<file path="config.mk">
export PLATFORM = sky130hd
export DESIGN_NAME = uart_receiver
export DESIGN_NICKNAME = d
export VERILOG_FILES = /design/src/rtl/uart_receiver_pkg.sv /design/src/rtl/uart_rx_synchronizer.sv /design/src/rtl/uart_receiver.sv
export SDC_FILE = /design/constraint.sdc
export NUM_CORES = 1
export LEC_CHECK = 0
export ABC_AREA = 1
export BUFFER_PORTS_ARGS = -buffer_cell sky130_fd_sc_hd__buf_2
export CAP_MARGIN = 20
export CORE_MARGIN = 2
export CORE_UTILIZATION = 54
export CTS_CLUSTER_DIAMETER = 40
export DETAILED_ROUTE_END_ITERATION = 6
export MAX_ROUTING_LAYER = met4
export PLACE_DENSITY = 0.84
export SETUP_SLACK_MARGIN = 0.5
export SKIP_CTS_REPAIR_TIMING = 1
export SYNTH_ARGS = -nofsm -noshare
export SYNTH_HDL_FRONTEND = slang
export SYNTH_HIERARCHICAL = 1
export SYNTH_SLANG_ARGS = --single-unit
</file>
<file path="constraint.sdc">
create_clock -name clk -period 3.7 [get_ports clk]
set_clock_uncertainty 0.15 [all_clocks]
set_input_delay 0.37 -clock clk [delete_from_list [all_inputs] [get_ports clk]]
set_output_delay 0.37 -clock clk [all_outputs]
set_load 0.02 [all_outputs]
</file>
<file path="src/rtl/uart_receiver_pkg.sv">
// Shared UART frame definitions: parity modes, receiver states and the parity rule
// common to the transmitter and receiver.
package uart_receiver_pkg;

   localparam logic [1:0] PARITY_SPACE = 2'b00;
   localparam logic [1:0] PARITY_ODD   = 2'b01;
   localparam logic [1:0] PARITY_EVEN  = 2'b10;
   localparam logic [1:0] PARITY_MARK  = 2'b11;

   typedef enum logic [2:0] {
      RX_IDLE  = 3'd0,
      RX_START = 3'd1,
      RX_DATA  = 3'd2,
      RX_PAR   = 3'd3,
      RX_STOP  = 3'd4
   } rx_state_e;

   // Parity over the active data bits only; dataBits encodes bit count minus 5.
   function automatic logic parity_bit(input logic [7:0] data,
                                       input logic [1:0] data_bits,
                                       input logic [1:0] mode);
      logic [7:0] mask;
      logic [7:0] masked;
      logic       result;
      mask   = ~(8'hFF << (4'(data_bits) + 4'd5));
      masked = data & mask;
      case (mode)
         PARITY_SPACE: result = 1'b0;
         PARITY_MARK:  result = 1'b1;
         PARITY_EVEN:  result = ^masked;
         PARITY_ODD:   result = ~^masked;
         default:      result = 1'b0;
      endcase
      return result;
   endfunction

endpackage

</file>
<file path="src/rtl/uart_rx_synchronizer.sv">
// Two-flop synchronizer for the asynchronous rx line plus a falling-edge detector.
// All flops reset high so an idle line never looks like a start edge.
module uart_rx_synchronizer (
   input  logic clk,
   input  logic rst,
   input  logic rx,
   output logic rx_sync,
   output logic fall_c
);

   logic meta_q, meta_d;
   logic sync_q, sync_d;
   logic prev_q, prev_d;

   always_comb begin
      meta_d = rx;
      sync_d = meta_q;
      prev_d = sync_q;
   end

   always_ff @(posedge clk) begin
      if (rst) begin
         meta_q <= 1'b1;
         sync_q <= 1'b1;
         prev_q <= 1'b1;
      end else begin
         meta_q <= meta_d;
         sync_q <= sync_d;
         prev_q <= prev_d;
      end
   end

   assign rx_sync = sync_q;
   assign fall_c  = prev_q & ~sync_q;

endmodule

</file>
<file path="src/rtl/uart_receiver.sv">
// UART receiver: samples each bit at its centre, assembles the character and hands it
// over through a one-deep holding register with parity/framing/overrun status.
module uart_receiver
   import uart_receiver_pkg::*;
#(
   parameter int unsigned CLOCK_DIVISOR_WIDTH = 24
) (
   input  logic                           clk,
   input  logic                           rst,
   input  logic                           rx,
   input  logic [1:0]                     dataBits,
   input  logic                           hasParity,
   input  logic [1:0]                     parityMode,
   input  logic                           extraStopBit,
   input  logic [CLOCK_DIVISOR_WIDTH-1:0] clockDivisor,
   output logic [7:0]                     data,
   output logic                           valid,
   input  logic                           ack,
   output logic                           parityError,
   output logic                           frameError,
   output logic                           overrun
);

   localparam int unsigned CNT_W = CLOCK_DIVISOR_WIDTH + 1;

   localparam logic [2:0] S_IDLE  = 3'(RX_IDLE);
   localparam logic [2:0] S_START = 3'(RX_START);
   localparam logic [2:0] S_DATA  = 3'(RX_DATA);
   localparam logic [2:0] S_PAR   = 3'(RX_PAR);
   localparam logic [2:0] S_STOP  = 3'(RX_STOP);

   logic rx_sync;
   logic fall_c;

   uart_rx_synchronizer u_sync (
      .clk     (clk),
      .rst     (rst),
      .rx      (rx),
      .rx_sync (rx_sync),
      .fall_c  (fall_c)
   );

   logic [2:0]                     state_q, state_d;
   logic [CNT_W-1:0]               cnt_q, cnt_d;
   logic [CLOCK_DIVISOR_WIDTH-1:0] div_q, div_d;
   logic [1:0]                     data_bits_q, data_bits_d;
   logic                           has_parity_q, has_parity_d;
   logic [1:0]                     parity_mode_q, parity_mode_d;
   logic                           extra_stop_q, extra_stop_d;
   logic [2:0]                     bit_idx_q, bit_idx_d;
   logic                           stop_idx_q, stop_idx_d;
   logic [7:0]                     shift_q, shift_d;
   logic                           par_err_q, par_err_d;
   logic                           frm_err_q, frm_err_d;
   logic [7:0]                     data_q, data_d;
   logic                           valid_q, valid_d;
   logic                           parity_error_q, parity_error_d;
   logic                           frame_error_q, frame_error_d;
   logic                           overrun_q, overrun_d;

   logic             tick_c;
   logic [CNT_W-1:0] period_m1_c;
   logic             frame_fe_c;

   // Next-state, bit-timing and holding-register logic.
   always_comb begin
      state_d        = state_q;
      cnt_d          = cnt_q;
      div_d          = div_q;
      data_bits_d    = data_bits_q;
      has_parity_d   = has_parity_q;
      parity_mode_d  = parity_mode_q;
      extra_stop_d   = extra_stop_q;
      bit_idx_d      = bit_idx_q;
      stop_idx_d     = stop_idx_q;
      shift_d        = shift_q;
      par_err_d      = par_err_q;
      frm_err_d      = frm_err_q;
      data_d         = data_q;
      valid_d        = valid_q;
      parity_error_d = parity_error_q;
      frame_error_d  = frame_error_q;
      overrun_d      = 1'b0;

      tick_c      = (cnt_q == '0);
      period_m1_c = {div_q, 1'b1};
      frame_fe_c  = frm_err_q | ~rx_sync;

      if (valid_q && ack) valid_d = 1'b0;

      case (state_q)
         S_IDLE: begin
            if (fall_c) begin
               state_d       = S_START;
               cnt_d         = CNT_W'(clockDivisor);
               div_d         = clockDivisor;
               data_bits_d   = dataBits;
               has_parity_d  = hasParity;
               parity_mode_d = parityMode;
               extra_stop_d  = extraStopBit;
               bit_idx_d     = '0;
               stop_idx_d    = 1'b0;
               shift_d       = '0;
               par_err_d     = 1'b0;
               frm_err_d     = 1'b0;
            end
         end
         S_START: begin
            if (!tick_c) begin
               cnt_d = cnt_q - CNT_W'(1);
            end else if (rx_sync) begin
               state_d = S_IDLE;
            end else begin
               state_d = S_DATA;
               cnt_d   = period_m1_c;
            end
         end
         S_DATA: begin
            if (!tick_c) begin
               cnt_d = cnt_q - CNT_W'(1);
            end else begin
               shift_d[bit_idx_q] = rx_sync;
               cnt_d              = period_m1_c;
               if (bit_idx_q == 3'(data_bits_q) + 3'd4) begin
                  state_d = has_parity_q ? S_PAR : S_STOP;
               end else begin
                  bit_idx_d = bit_idx_q + 3'd1;
               end
            end
         end
         S_PAR: begin
            if (!tick_c) begin
               cnt_d = cnt_q - CNT_W'(1);
            end else begin
               par_err_d = (rx_sync != parity_bit(shift_q, data_bits_q, parity_mode_q));
               state_d   = S_STOP;
               cnt_d     = period_m1_c;
            end
         end
         S_STOP: begin
            if (!tick_c) begin
               cnt_d = cnt_q - CNT_W'(1);
            end else if (extra_stop_q && !stop_idx_q) begin
               frm_err_d  = frame_fe_c;
               stop_idx_d = 1'b1;
               cnt_d      = period_m1_c;
            end else begin
               // Last stop sample: hand over, or drop the frame if the holder is busy.
               state_d   = S_IDLE;
               frm_err_d = frame_fe_c;
               if (!valid_q || ack) begin
                  data_d         = shift_q;
                  parity_error_d = par_err_q;
                  frame_error_d  = frame_fe_c;
                  valid_d        = 1'b1;
               end else begin
                  overrun_d = 1'b1;
               end
            end
         end
         default: state_d = S_IDLE;
      endcase
   end

   always_ff @(posedge clk) begin
      if (rst) begin
         state_q        <= S_IDLE;
         cnt_q          <= '0;
         div_q          <= '0;
         data_bits_q    <= '0;
         has_parity_q   <= 1'b0;
         parity_mode_q  <= '0;
         extra_stop_q   <= 1'b0;
         bit_idx_q      <= '0;
         stop_idx_q     <= 1'b0;
         shift_q        <= '0;
         par_err_q      <= 1'b0;
         frm_err_q      <= 1'b0;
         data_q         <= '0;
         valid_q        <= 1'b0;
         parity_error_q <= 1'b0;
         frame_error_q  <= 1'b0;
         overrun_q      <= 1'b0;
      end else begin
         state_q        <= state_d;
         cnt_q          <= cnt_d;
         div_q          <= div_d;
         data_bits_q    <= data_bits_d;
         has_parity_q   <= has_parity_d;
         parity_mode_q  <= parity_mode_d;
         extra_stop_q   <= extra_stop_d;
         bit_idx_q      <= bit_idx_d;
         stop_idx_q     <= stop_idx_d;
         shift_q        <= shift_d;
         par_err_q      <= par_err_d;
         frm_err_q      <= frm_err_d;
         data_q         <= data_d;
         valid_q        <= valid_d;
         parity_error_q <= parity_error_d;
         frame_error_q  <= frame_error_d;
         overrun_q      <= overrun_d;
      end
   end

   assign data        = data_q;
   assign valid       = valid_q;
   assign parityError = parity_error_q;
   assign frameError  = frame_error_q;
   assign overrun     = overrun_q;

endmodule

</file>
=== Word-level counts from Yosys, hierarchy flattened ===
Index checks and enable logic that the tools add are counted.

* Register bits after elaboration: 87
* Bits of input ports: 34
* Output and inout port bits: 12
* Logic and storage cells: 125

* Add/subtract/negate cells: 4
* $lt $le $gt $ge: 2
* Eq/ne operators: 20
* Shift-type cells: 1
* Muxes and demuxes: 44
* Bitwise gates (word level): 8
* Reductions and logical operators: 26

{| class="wikitable"
|+ Operators with widths
! operator !! count
|-
| $mux 25 || 6
|-
| $pmux 25 s4 || 1
|-
| $mux 3 || 11
|-
| $logic_not 25->1 || 1
|-
| $sub 25x1->25 const B || 1
|-
| $ne 2x2->1 const B || 9
|-
| $mux 8 || 2
|-
| $pmux 8 s2 || 1
|-
| $reduce_and 4->1 || 4
|-
| $pmux 3 s5 || 1
|-
| $mux 1 || 14
|-
| $reduce_and 3->1 || 3
|-
| $and 8x8->8 || 1
|-
| $bwmux 8 || 1
|-
| $not 8->8 || 1
|-
| $reduce_xnor 8->1 || 1
|-
| $reduce_xor 8->1 || 1
|-
| $shl 8x4->8 const A || 1
|-
| $reduce_and 7->1 || 1
|-
| $eq 3x2->1 const B || 2
|-
| $ne 3x3->1 const B || 2
|-
| $pmux 1 s2 || 3
|-
| $pmux 3 s2 || 1
|-
| $reduce_bool 2->1 || 3
|-
| other kinds (26) || 33
|}

=== Depth between registers and ports, before layout ===
* Depth in word-level cells: 11
* Gate-level depth with buffers: 15
* Gate-level depth less buffers: 14

=== By module ===
Netlist, hierarchy kept.

{| class="wikitable"
|+ By module, submodules not included
! module !! times used !! cells each !! area an instance (µm²) !! seq. area each (µm²)
|-
| uart_receiver || 1 || 740 || 4643.2 || 1681.6
|-
| uart_rx_synchronizer || 1 || 12 || 93.8 || 60.1
|}

=== Least setup slack after synthesis ===
No wires, ideal clock.

* Path type: reg-to-reg
* Start point: reg cnt_q[0]
* End point: reg cnt_q[15]
* Arrival: 1.634 ns
* Data required time: 3.435 ns
* Setup slack: 1.801 ns
* Cell stages (with the launch flop): 14
* Cells stage by stage: dfxtp_1 -> inv_1 -> ha_1 -> nand2_2 -> nor2_2 -> nand2_1 -> inv_2 -> nand2_4 -> nor3_2 -> nand2_1 -> nand3_1 -> nand2_1 -> nor2_1 -> nor2_1

* Word-level cells in the longest chain between the ends: 3

{| class="wikitable"
|+ RTL lines
! element !! line !! RTL
|-
| start: declaration || uart_receiver.sv:44 || <nowiki>logic [CNT_W-1:0] cnt_q, cnt_d;</nowiki>
|-
| start signal: assignment || uart_receiver.sv:186 || <nowiki>cnt_q <= cnt_d;</nowiki>
|-
| $sub 25x1->25 or $logic_not 25->1 (tied branches) || - ||
|-
| $mux 25, or another cell as far along || uart_receiver.sv:141 || <nowiki>if (!tick_c) begin</nowiki>
|-
| $pmux 25 s4 or $reduce_and 4->1 (tied branches) || - ||
|}

Several ways; a longest one is shown, not always the timed one.
A chain may end at the register's enable or synchronous reset.

=== Final worst setup path ===
* Start point: reg state_q[1]
* End point: reg cnt_q[12]

* Word-level cells in the longest chain between the ends: 4

{| class="wikitable"
|+ RTL lines
! element !! line !! RTL
|-
| start: declaration || uart_receiver.sv:43 || <nowiki>logic [2:0] state_q, state_d;</nowiki>
|-
| start signal: assignment || uart_receiver.sv:185 || <nowiki>state_q <= state_d;</nowiki>
|-
| $eq 3x2->1 || uart_receiver.sv:91 || <nowiki>case (state_q)</nowiki>
|-
| $reduce_or 2->1 (no source line) || - ||
|-
| $reduce_bool 4->1 (no source line) || - ||
|-
| $reduce_and 4->1 (no source line) || - ||
|}

Several ways; a longest one is shown, not always the timed one.

==> results.tsv <==
stage	metric	value	unit
pwr	Comb pwr share	42.6	%
routing	vias per inst	5.33	
pwr	pwr dens	666	mW/mm2
yosys	largest cells by area after synthesis	dfxtp_1 37%, nand2_1 17%, nor2_1 9.8%, inv_1 5.7%, a21oi_1 5.5%	
layout	most frequent cells in the layout	214 x nand2_1, 124 x nor2_1, 87 x dfxtp_1	
clock_network	Num CTS Buffers	9	
pwr	Int Pwr	1.96	mW
routing	Avg WL per Cell	13.1	um
clock_network	Worst-Skew Late Latency	0.37	ns
yosys	ys flop type	dfxtp_1	
grt	pin count of the biggest net entering global routing	46	
layout	fill count	808	
setup_path	Max FO, Critical Path	32	
grt	global route overflow	0	
yosys	Avg Inst Size Synth	6.30	um2
setup_path	Critical R2R Capture	cnt_q[12]$_SDFFE_PP0P_	
timing	# setup viols final	0	
floorplan	initial core utilization	55.1	%
routing	1st-iter DRT viols	249	
yosys	Synth top area share	36.8	%
pwr	Sequential Power Share	35.1	%
setup_path	crit path from	state_q[1]$_SDFFE_PP0P_	
placement	Port Buf Inserts	45	
timing	Final Slew Violations	0	
setup_path	Req. time, crit path	3.82	ns
yosys	register area share after synthesis	36.8	%
layout	commonest non-fill, non-tap cell in the layout	nand2_1	
status	status	completed	
pwr	Psw	1.50	mW
floorplan	Die ar.	0.00954	mm2
yosys	compound-gate portion of the synthesized area	14.3	%
yosys	Synth area leader	dfxtp_1	
grt	first-pass GRT wire length	20000	um
job	Max-cap violations	0	
grt	GRT Resource Usage Total	25.8	%
placement	dpl hpwl	7970	um
clock_network	CTS H-tree depth	3	
setup_path	Critical Path Source Type	flop	
yosys	mux cell area share after synthesis	0	%
routing	DRT Pass-1 Iters	5	
yosys	Cell variety after synth	35	
clock_network	Clock Sinks	87	
timing	crit share post-route	77.6	%
yosys	Seq cells post-synth	87	
routing	Post-Route WL	11800	um
yosys	number of synthesized flops with an enable pin	0	
pwr	Peak VDD IR	0.000393	V
grt	vias in the first global route	4507	
setup_path	Reg2Reg Depth	8	
yosys	XOR/XNOR Fraction of Synth Area	2.96	%
clock_network	CTS tree	done	
routing	vias	4789	
yosys	Syn Inst Count	752	
routing	DRT antenna net count	0	
floorplan	# IOs	46	
timing	worst slew pin tran	0.945	ns
yosys	main combinational cell family by area after synthesis	simple AND/OR/NAND/NOR gates	
timing	setup TNS	0	ns
yosys	Synth Area in Adders	0.528	%
worst_hold_path	Worst Hold Class	in -> reg	
layout	share of cells above drive strength 1	12.3	%
yosys	Syn Std Cell Area	0.00474	mm2
timing	Min Clock Period, post-route	2.87	ns
yosys	Synth Area in Simple Gates	35.7	%
layout	area grow syn2layout	9.88	%
setup_path	critical path endpoint category	flop	
timing	RSZ-0062 raised after global routing	no	
floorplan	chip height	97.7	um
setup_path	crit path DAT	2.99	ns
pwr	Leak	2.36	nW
pwr	sw frac	43.4	%
setup_path	critical setup path kind	reg -> reg	
layout	n_diodes	0	
timing	Fin. Hold Viols	0	
clock_network	root buffer cell	clkbuf_8	
yosys	async set-reset flop share out of synthesis	0	%
setup_path	CP endpoint	cnt_q[12]$_SDFFE_PP0P_	
setup_path	FF-to-FF Start	state_q[1]$_SDFFE_PP0P_	
floorplan	chip width	97.7	um
layout	Layout Nets	821	
timing	slew margin rel.	36.9	%
setup_path	Reg2Reg Setup Slack	0.83	ns
floorplan	Core Area	0.00859	mm2
timing	Hold Slack	0.0271	ns
grt	initial antenna violation count	0	
clock_network	Bufs on Longest Clock Path	2	
clock_network	clock-pin slew on the worst setup and hold paths	0.10	ns
placement	GPL Wtd Cong	0.939	
floorplan	num rows	34	
yosys	syn nets	788	
pwr	clock share of power	22.3	%
yosys	Synthesis Warnings	6	
timing	Achievable Freq	0.348	GHz
routing	Residual DRC	0	
-- cell usage after synthesis, types with 4 or more instances --
cell type	number
inv_1	72
nand3_1	34
buf_6	4
dfxtp_1	87
nor3_1	7
nand2_1	214
a31oi_1	5
o21ai_1	16
o21ai_0	50
a21oi_1	52
clkbuf_1	14
xnor2_1	6
nand4_1	4
nor2_2	8
xor2_1	10
buf_2	7
inv_2	9
nor2_1	124
-- metal layers --
layer	part of all wire (%)	vias up	track usage, %
li1	-	2432	-
met4	1.8	0	8.44
met1	44	2164	31.4
met3	6.7	23	6.26
met2	47	170	42.4
met5	0	-	-
-- power by group through the flow --
stage | clock network, mW | logic (mW) | registers (mW)
after floorplan | 0 | 1.22 | 1.20
after global placement | 0 | 1.39 | 1.22
after detailed placement | 0 | 1.44 | 1.23
after CTS | 0.781 | 1.46 | 1.21
after global routing | 0.816 | 1.68 | 1.23
final | 0.774 | 1.48 | 1.22
-- flip-flops by register name, indices dropped and copies added, names as in the netlist --
signal and count:
data_bits_q 2, parityError 1, has_parity_q 1, parity_mode_q 2, shift_q 8, u_sync/rx_sync 1
extra_stop_q 1, cnt_q 25, stop_idx_q 1, div_q 24, frameError 1, bit_idx_q 3
u_sync/prev_q 1, data 8, frm_err_q 1, state_q 3, valid 1, overrun 1
u_sync/meta_q 1, par_err_q 1
-- worst min-delay path by stage --
| stage | start | to | slack, ns | cells past startpoint |
|---|---|---|---|---|
| after floorplan | u_sync/meta_q$_SDFF_PP1_ | u_sync/rx_sync$_SDFF_PP1_ | 0.23 | 2 |
| after global placement | u_sync/meta_q$_SDFF_PP1_ | u_sync/rx_sync$_SDFF_PP1_ | 0.23 | 2 |
| after detailed placement | u_sync/meta_q$_SDFF_PP1_ | u_sync/rx_sync$_SDFF_PP1_ | 0.24 | 2 |
| after CTS | rx | u_sync/meta_q$_SDFF_PP1_ | 0.02 | 3 |
| after global routing | rx | u_sync/meta_q$_SDFF_PP1_ | 0.03 | 3 |
| final | rx | u_sync/meta_q$_SDFF_PP1_ | 0.03 | 3 |
-- layout make-up --
type                       instances  area, um2  area share [%]
multi-input combinational        554       2530            48.7
clock inverter                     7        101            1.95
clock buffer                       9        124            2.38
tap                              108        135            2.60
timing repair buffer              49        255            4.90
inverter                          84        315            6.06
sequential                        87       1740            33.5
-- cells by family (layout without fill, tap and decap cells) --
family                     count (synthesis)  after routing
adders and majority gates                  2              2
xor gates and xnor gates                  16             16
and+or+nand+nor                          407            407
DFF                                       87             87
AOI/OAI and AO/OA                        129            129
buffers and inverters                    111            149
-- critical path: stages (launching register included) --
cell and delay [ns]:
dfxtp_1 0.41, nor2_2 0.07, inv_1 0.12, nor2_4 0.06, nor2_2 0.61, inv_1 0.67, or2_2 0.48, a21oi_1 0.14
nor2_1 0.05
-- per-stage QoR --
step	power, mW	utilization [%]	instances	area [um2]	worst slack, ns
6_report	3.47	60.6	898	5200	0.830
5_1_grt	3.73	60.6	898	5200	0.575
4_1_cts	3.45	60.6	898	5200	0.855
3_5_place_dp	2.67	57.9	882	4980	0.866
3_3_place_gp	2.62	57.9	882	4980	0.998
2_1_floorplan	2.42	-	752	4740	1.80
Power figures use the tool's default switching activity.
